$ cat src/rtl/hazard_unit.sv
// hazard_unit -- load-use hazard detector for the 5-stage MIPS pipeline.
//
// Sits between the IF/ID and ID/EX registers. When the instruction in EX
// is a load whose destination (rt) is read by the instruction in ID, the
// unit holds the PC and IF/ID register and asks for a bubble in ID/EX.
// Detection is purely combinational and has zero latency.
//
// Optional feature, selected by the macro HAZARD_STATS_EN:
//   defined   -> adds the stall_count output, a saturating count of the
//                stall cycles seen since reset.
//   undefined -> no stall_count port and no flops. clk is then unused and
//                is kept only so that both builds have the same interface.
//
// Parameters
//   CNT_W    width of the optional stall counter
//   OPC_LSB  LSB of the 6-bit opcode field within ifidOpcode
//
// Ports
//   clk          in   pipeline clock, rising edge
//   rst_n        in   asynchronous reset, active low
//   ifidOpcode   in   full instruction word held in IF/ID
//   idRs/idRt    in   rs/rt fields of the instruction in ID
//   exRt         in   rt (load destination) of the instruction in EX
//   EXmemtoReg   in   instruction in EX is a load
//   pcwrite      out  1 = PC and IF/ID update, 0 = hold
//   hazardflag   out  1 = zero the ID/EX control fields (bubble)
//   stall_count  out  stall cycles since reset (HAZARD_STATS_EN only)

module hazard_unit #(
  parameter int CNT_W   = 32,
  parameter int OPC_LSB = 26
) (
  input  logic        clk,
  input  logic        rst_n,
  input  logic [31:0] ifidOpcode,
  input  logic [4:0]  idRs,
  input  logic [4:0]  idRt,
  input  logic [4:0]  exRt,
  input  logic        EXmemtoReg,
  output logic        pcwrite,
  output logic        hazardflag
`ifdef HAZARD_STATS_EN
  ,
  output logic [CNT_W-1:0] stall_count
`endif
);

  localparam logic [5:0] OP_RTYPE = 6'h00;
  localparam logic [5:0] OP_J     = 6'h02;
  localparam logic [5:0] OP_JAL   = 6'h03;
  localparam logic [5:0] OP_BEQ   = 6'h04;
  localparam logic [5:0] OP_BNE   = 6'h05;
  localparam logic [5:0] OP_LUI   = 6'h0F;
  localparam logic [5:0] OP_SB    = 6'h28;
  localparam logic [5:0] OP_SH    = 6'h29;
  localparam logic [5:0] OP_SW    = 6'h2B;

  localparam logic [5:0] FN_SLL   = 6'h00;
  localparam logic [5:0] FN_SRL   = 6'h02;
  localparam logic [5:0] FN_SRA   = 6'h03;

  logic [5:0] op;
  logic [5:0] funct;
  logic       use_rs;
  logic       use_rt;
  logic       stall;

  // Only the opcode and funct fields are decoded; the other instruction
  // bits (and clk in the default build) are intentionally unused.
  logic unused_ok;
  assign unused_ok = &{1'b0, clk, ifidOpcode};

  assign op    = ifidOpcode[OPC_LSB +: 6];
  assign funct = ifidOpcode[5:0];

  // Which source fields the ID instruction really reads. Anything not
  // listed (including unknown opcodes) is treated as reading rs only,
  // which is the safe choice for I-type ALU ops and loads.
  always_comb begin
    use_rs = 1'b1;
    use_rt = 1'b0;
    case (op)
      OP_RTYPE: begin
        use_rt = 1'b1;
        // Shift-by-immediate forms use shamt, not rs.
        if (funct == FN_SLL || funct == FN_SRL || funct == FN_SRA)
          use_rs = 1'b0;
      end
      OP_J, OP_JAL, OP_LUI: use_rs = 1'b0;
      OP_BEQ, OP_BNE, OP_SB, OP_SH, OP_SW: use_rt = 1'b1;
      default: ;
    endcase
  end

  // $zero is never a real dependency, so exRt == 0 never stalls. rst_n
  // gates the result so the pipeline runs freely while in reset and
  // detection resumes in the same cycle reset is released.
  always_comb begin
    stall = rst_n && EXmemtoReg && (exRt != 5'd0) &&
            ((use_rs && (exRt == idRs)) || (use_rt && (exRt == idRt)));
  end

  assign pcwrite    = ~stall;
  assign hazardflag = stall;

`ifdef HAZARD_STATS_EN
  logic [CNT_W-1:0] stall_count_q;
  logic [CNT_W-1:0] stall_count_d;

  // Saturate at all-ones rather than wrapping.
  always_comb begin
    stall_count_d = stall_count_q;
    if (stall && (stall_count_q != {CNT_W{1'b1}}))
      stall_count_d = stall_count_q + {{(CNT_W-1){1'b0}}, 1'b1};
  end

  always_ff @(posedge clk or negedge rst_n) begin
    if (!rst_n) stall_count_q <= '0;
    else        stall_count_q <= stall_count_d;
  end

  assign stall_count = stall_count_q;
`endif

endmodule

$ cat config.mk
export PLATFORM = sky130hd
export DESIGN_NAME = hazard_unit
export DESIGN_NICKNAME = d
export VERILOG_FILES = /design/src/rtl/hazard_unit.sv
export SDC_FILE = /design/constraint.sdc
export NUM_CORES = 1
export LEC_CHECK = 0
export BUFFER_PORTS_ARGS = -buffer_cell sky130_fd_sc_hd__buf_2
export CELL_PAD_IN_SITES_DETAIL_PLACEMENT = 0
export CELL_PAD_IN_SITES_GLOBAL_PLACEMENT = 2
export CORE_MARGIN = 2
export CORE_UTILIZATION = 10
export DETAILED_ROUTE_END_ITERATION = 6
export PLACE_DENSITY = 0.95
export SYNTH_ARGS = -nofsm -noshare
export SYNTH_HDL_FRONTEND = slang
export SYNTH_SLANG_ARGS = --single-unit
$ cat constraint.sdc
create_clock -name vclk -period 1.1
set_input_delay 0.055 -clock vclk [all_inputs]
set_output_delay 0.055 -clock vclk [all_outputs]
set_load 0.05 [all_outputs]
After elaboration in Yosys (flattened, before gate mapping):

Index checks and enable logic that the tools add are counted.

* output and inout port bits: 2
* bits of input ports: 50
* register bits: 0
* logic and storage cells: 29

* equal/unequal tests: 12
* muxes and demuxes: 3
* reductions and logical operators: 13
* bitwise operators: 1

Operator list (count)
* equality test 6 x 2 -> 1 bit, second input constant: 4
* equality test 6 bit, second input constant: 3
* equality test 6 x 3 -> 1 bit, second input constant: 2
* zero test 6 bit: 2
* equality test 5 bit: 2
* equality test 6 x 4 -> 1 bit, second input constant: 1
* OR reduction 6 bit: 1
* logical AND 1 bit: 5
* nonzero test 5 bit: 1
* logical OR 1 bit: 3
* OR reduction 3 bit: 1
* two-way mux 1 bit: 2
* one-hot mux 1 bit (2 select lines): 1
* inverter 1 bit: 1

Logic depth before layout (Yosys ltp):

* depth after elaboration: 9
* mapped depth: 4
* gate-level depth less buffers: 4

Worst setup path after synthesis:

Ideal clock, no wire load.

* path kind: input to output
* start: in exRt[0]
* end: out hazardflag
* arrival time: 1.354 ns
* data required time: 1.045 ns
* stages on the path: 4
* path buffers: 0
* path slack: -0.309 ns
* cell sequence: xor2_1 -> nor4_1 -> nand4_1 -> a21oi_1

* word-level cells in the longest chain between the ends: 4
* elaborated cells between the ends (all ways): 8
* classes of those cells: 2 x eq/ne; 6 x reduce/logical

RTL lines
* start, declared: line 38 `input logic [4:0] exRt,`
* equality test 5 bit: line 100 `((use_rs && (exRt == idRs)) || (use_rt && (exRt == idRt)));`
* logical AND 1 bit: line 100
* logical OR 1 bit: line 100
* logical AND 1 bit (*): line 99 `stall = rst_n && EXmemtoReg && (exRt != 5'd0) &&`
* end, declared: line 41 `output logic hazardflag`

Every way passes the cells marked *; elsewhere a longest branch is shown, timed or not.

Worst setup path after layout:

* start: in exRt[4]
* end: out hazardflag

The elaborated chain is that of the path after synthesis.

==> results by group <==
Power
  – Switch share: approximately two fifths
  – NetSw: roughly 63 uW
  – P_int: just under 90 uW
  – Leak pwr: ~0.24 nW
  – Sequential share of power: 0%
  – Clock share of power: 0%
  – VDD IR max: ~110 uV
  – Comb power frac: between 90% and 100%
  – Pwr dens: approximately 300 mW/mm^2

Critical path
  – CP startpoint: exRt[4]
  – CP Data Required Time: approximately 1000 ps
  – Crit path DAT: ~1200 ps
  – Crit. End Element: output port
  – Startpoint Class: input port
  – WS Path Type: input port to output port
  – Crit path max fanout: 2

Drt
  – Routed Antenna Nets: 0
  – Routed WL: between 900 and 1000 microns
  – Uppermost layer routed: met3
  – Met3 wire len: 115 microns
  – DRC Markers: 0
  – Routed len/inst: 9.61 microns
  – Initial DRC Count: 7
  – Metal-1 WL: between 300 and 400 microns
  – Drt via density: slightly below 4
  – Routed wl met2: roughly 430 microns
  – Router iterations before antenna repair: 4
  – Vias: roughly 370

Global route
  – Global Route Usage Sum: 6.74%
  – Gr ovfl total: 0
  – Initial antenna violation count: 0
  – Number of global-route vias before repair: 373
  – Largest net degree at the start of global routing: 7
  – Global-route wire length before repair: approximately 1400 microns

Yosys
  – YS warnings: 0
  – Area contributors post-synth: xor2_1 (35%), nand4_1 (8.3%), nor4_1 (5.5%)
  – Post-Syn Instances: 32
  – Mapped cell area: 226 sq um
  – Avg Inst Size Synth: around 7.1 sq um
  – Sequential area share after synthesis: 0%
  – Dominant cell type by area after synthesis: xor2_1
  – Netlist cell types: 17
  – Synth Net Count: 82
  – Yosys top cell area share: 34.8%

Layout
  – FFs & Latches: 0
  – Nets: 120
  – Final std cells w/o fill: 96
  – Layout area overhead: 123%
  – Diode count: 0
  – Fillers: approximately 240
  – Post-layout instance area: ~500 sq um
  – Clock buf count: 0
  – Register area: 0 sq um
  – Final core occ: a little under a quarter
  – Ratio of cells with drive above 1 in the final layout: around three fifths

Run status
  – Violated checks: negative setup slack
  – Status: finished with violations

Timing
  – Final Hold Viols: 0
  – Period utilisation layout: 110%
  – WHS: approximately 510 ps
  – Max Fclk: 826 MHz
  – Final setup violation count: 2
  – Measured slew at the worst slew-check pin: ~250 ps
  – RSZ-0062 raised after global routing: yes
  – Final setup margin: -111 ps
  – Worst slew margin: 83.3%
  – Slew Limit Fails: 0
  – Final Critical Period: around 1200 ps

Floorplan
  – Chip width: slightly above 50 microns
  – Starting density of the core: between 10% and 20%
  – Vert. Die Dim: around 52 microns
  – Die area: between 0.002 and 0.003 sq mm
  – Core ar.: roughly 0.0022 sq mm
  – Top Ports: between 50 and 60
  – Row count: 17

Placement
  – DP Wirelength: ~840 microns
  – Dpl cells: 96
  – Global placer's final weighted congestion: about 0.74
  – Placed cell area: around 460 sq um
  – Input/output buffers: 31

Job
  – Number of max-cap violations: 0

Min path
  – Worst Hold End: pcwrite
  – Hold path startpoint: rst_n
  – Worst min-delay path class: input port to output port
  – Hold Path Cell Cnt: 4

Clock tree
  – Post-CTS setup repair buffer count: 0
  – CTS Hold Bufs: 0
-- routing by layer --
layer  vias up  track usage [%]
met3         0            0.575
met5         -                0
met4         0                0
met2        25             11.8
met1       153             9.55
li1        193                -
-- worst max-delay path by stage --
stage	endpoint	slack, ps	cells past startpoint
6_report	hazardflag	-110	6
5_1_grt	hazardflag	-140	6
4_1_cts	hazardflag	-140	6
3_3_place_gp	hazardflag	-190	6
2_1_floorplan	hazardflag	-60	4
3_5_place_dp	hazardflag	-210	6
-- critical path, cell delays in order --
cell,delay (ps)
buf_6,90
or4_4,520
o211ai_2,170
buf_4,130
a21oi_2,30
buf_6,150
-- cells in the mapped netlist --
cell type  n
a21oi_1    2
nand2_1    1
nand3b_1   1
and3_1     1
o211ai_1   1
o31ai_1    1
nand4_1    3
nor2b_1    1
nor4_1     2
nor3_1     2
a21o_1     1
xor2_1     9
nor2_1     3
or4_4      1
nand2b_1   1
xnor2_1    1
o211ai_2   1
-- area by class of cell --
cell class,count,area (sq um),area share [%]
Multi-Input combinational cell,32,231,45.9
Timing Repair Buffer,36,238,47.1
Tap cell,28,35.0,6.95
-- metrics by stage --
stage	setup WS, ps	total power, mW	TNS [ps]
finish	-111	0.152	-198
global route	-145	0.167	-283
CTS	-142	0.151	-267
detailed placement	-206	0.140	-403
global placement	-189	0.138	-374
floorplan	-62.2	0.0501	-62.2
-- power groups by stage --
stage / Combinational (mW) / Sequential (mW) / Clock (mW)
finish: 0.152 / 0 / 0
global route: 0.167 / 0 / 0
global placement: 0.138 / 0 / 0
CTS: 0.151 / 0 / 0
detailed placement: 0.140 / 0 / 0
floorplan: 0.0501 / 0 / 0
-- logic make-up after synthesis --
kind of cell              after synthesis  synth area share, %
and+or+nand+nor                        16                 41.4
xor gates and xnor gates               10                 38.7
AOI/OAI and AO/OA                       6                 19.9
-- placed cells by master (no fill, tap or decap), drive strengths merged, types with 2 or more instances in the layout --
master and count:
a21oi 2, buf 36, nand4 3, nor2 3
nor3 2, nor4 2, o211ai 2, xor2 9
-- repair_timing --
item | in CTS | in global routing
setup endpoints to repair | 2 | 2
gates resized for setup | 10 | 1
pin swaps | 6 | 4
Note: power is estimated with default switching activity, not from simulation.
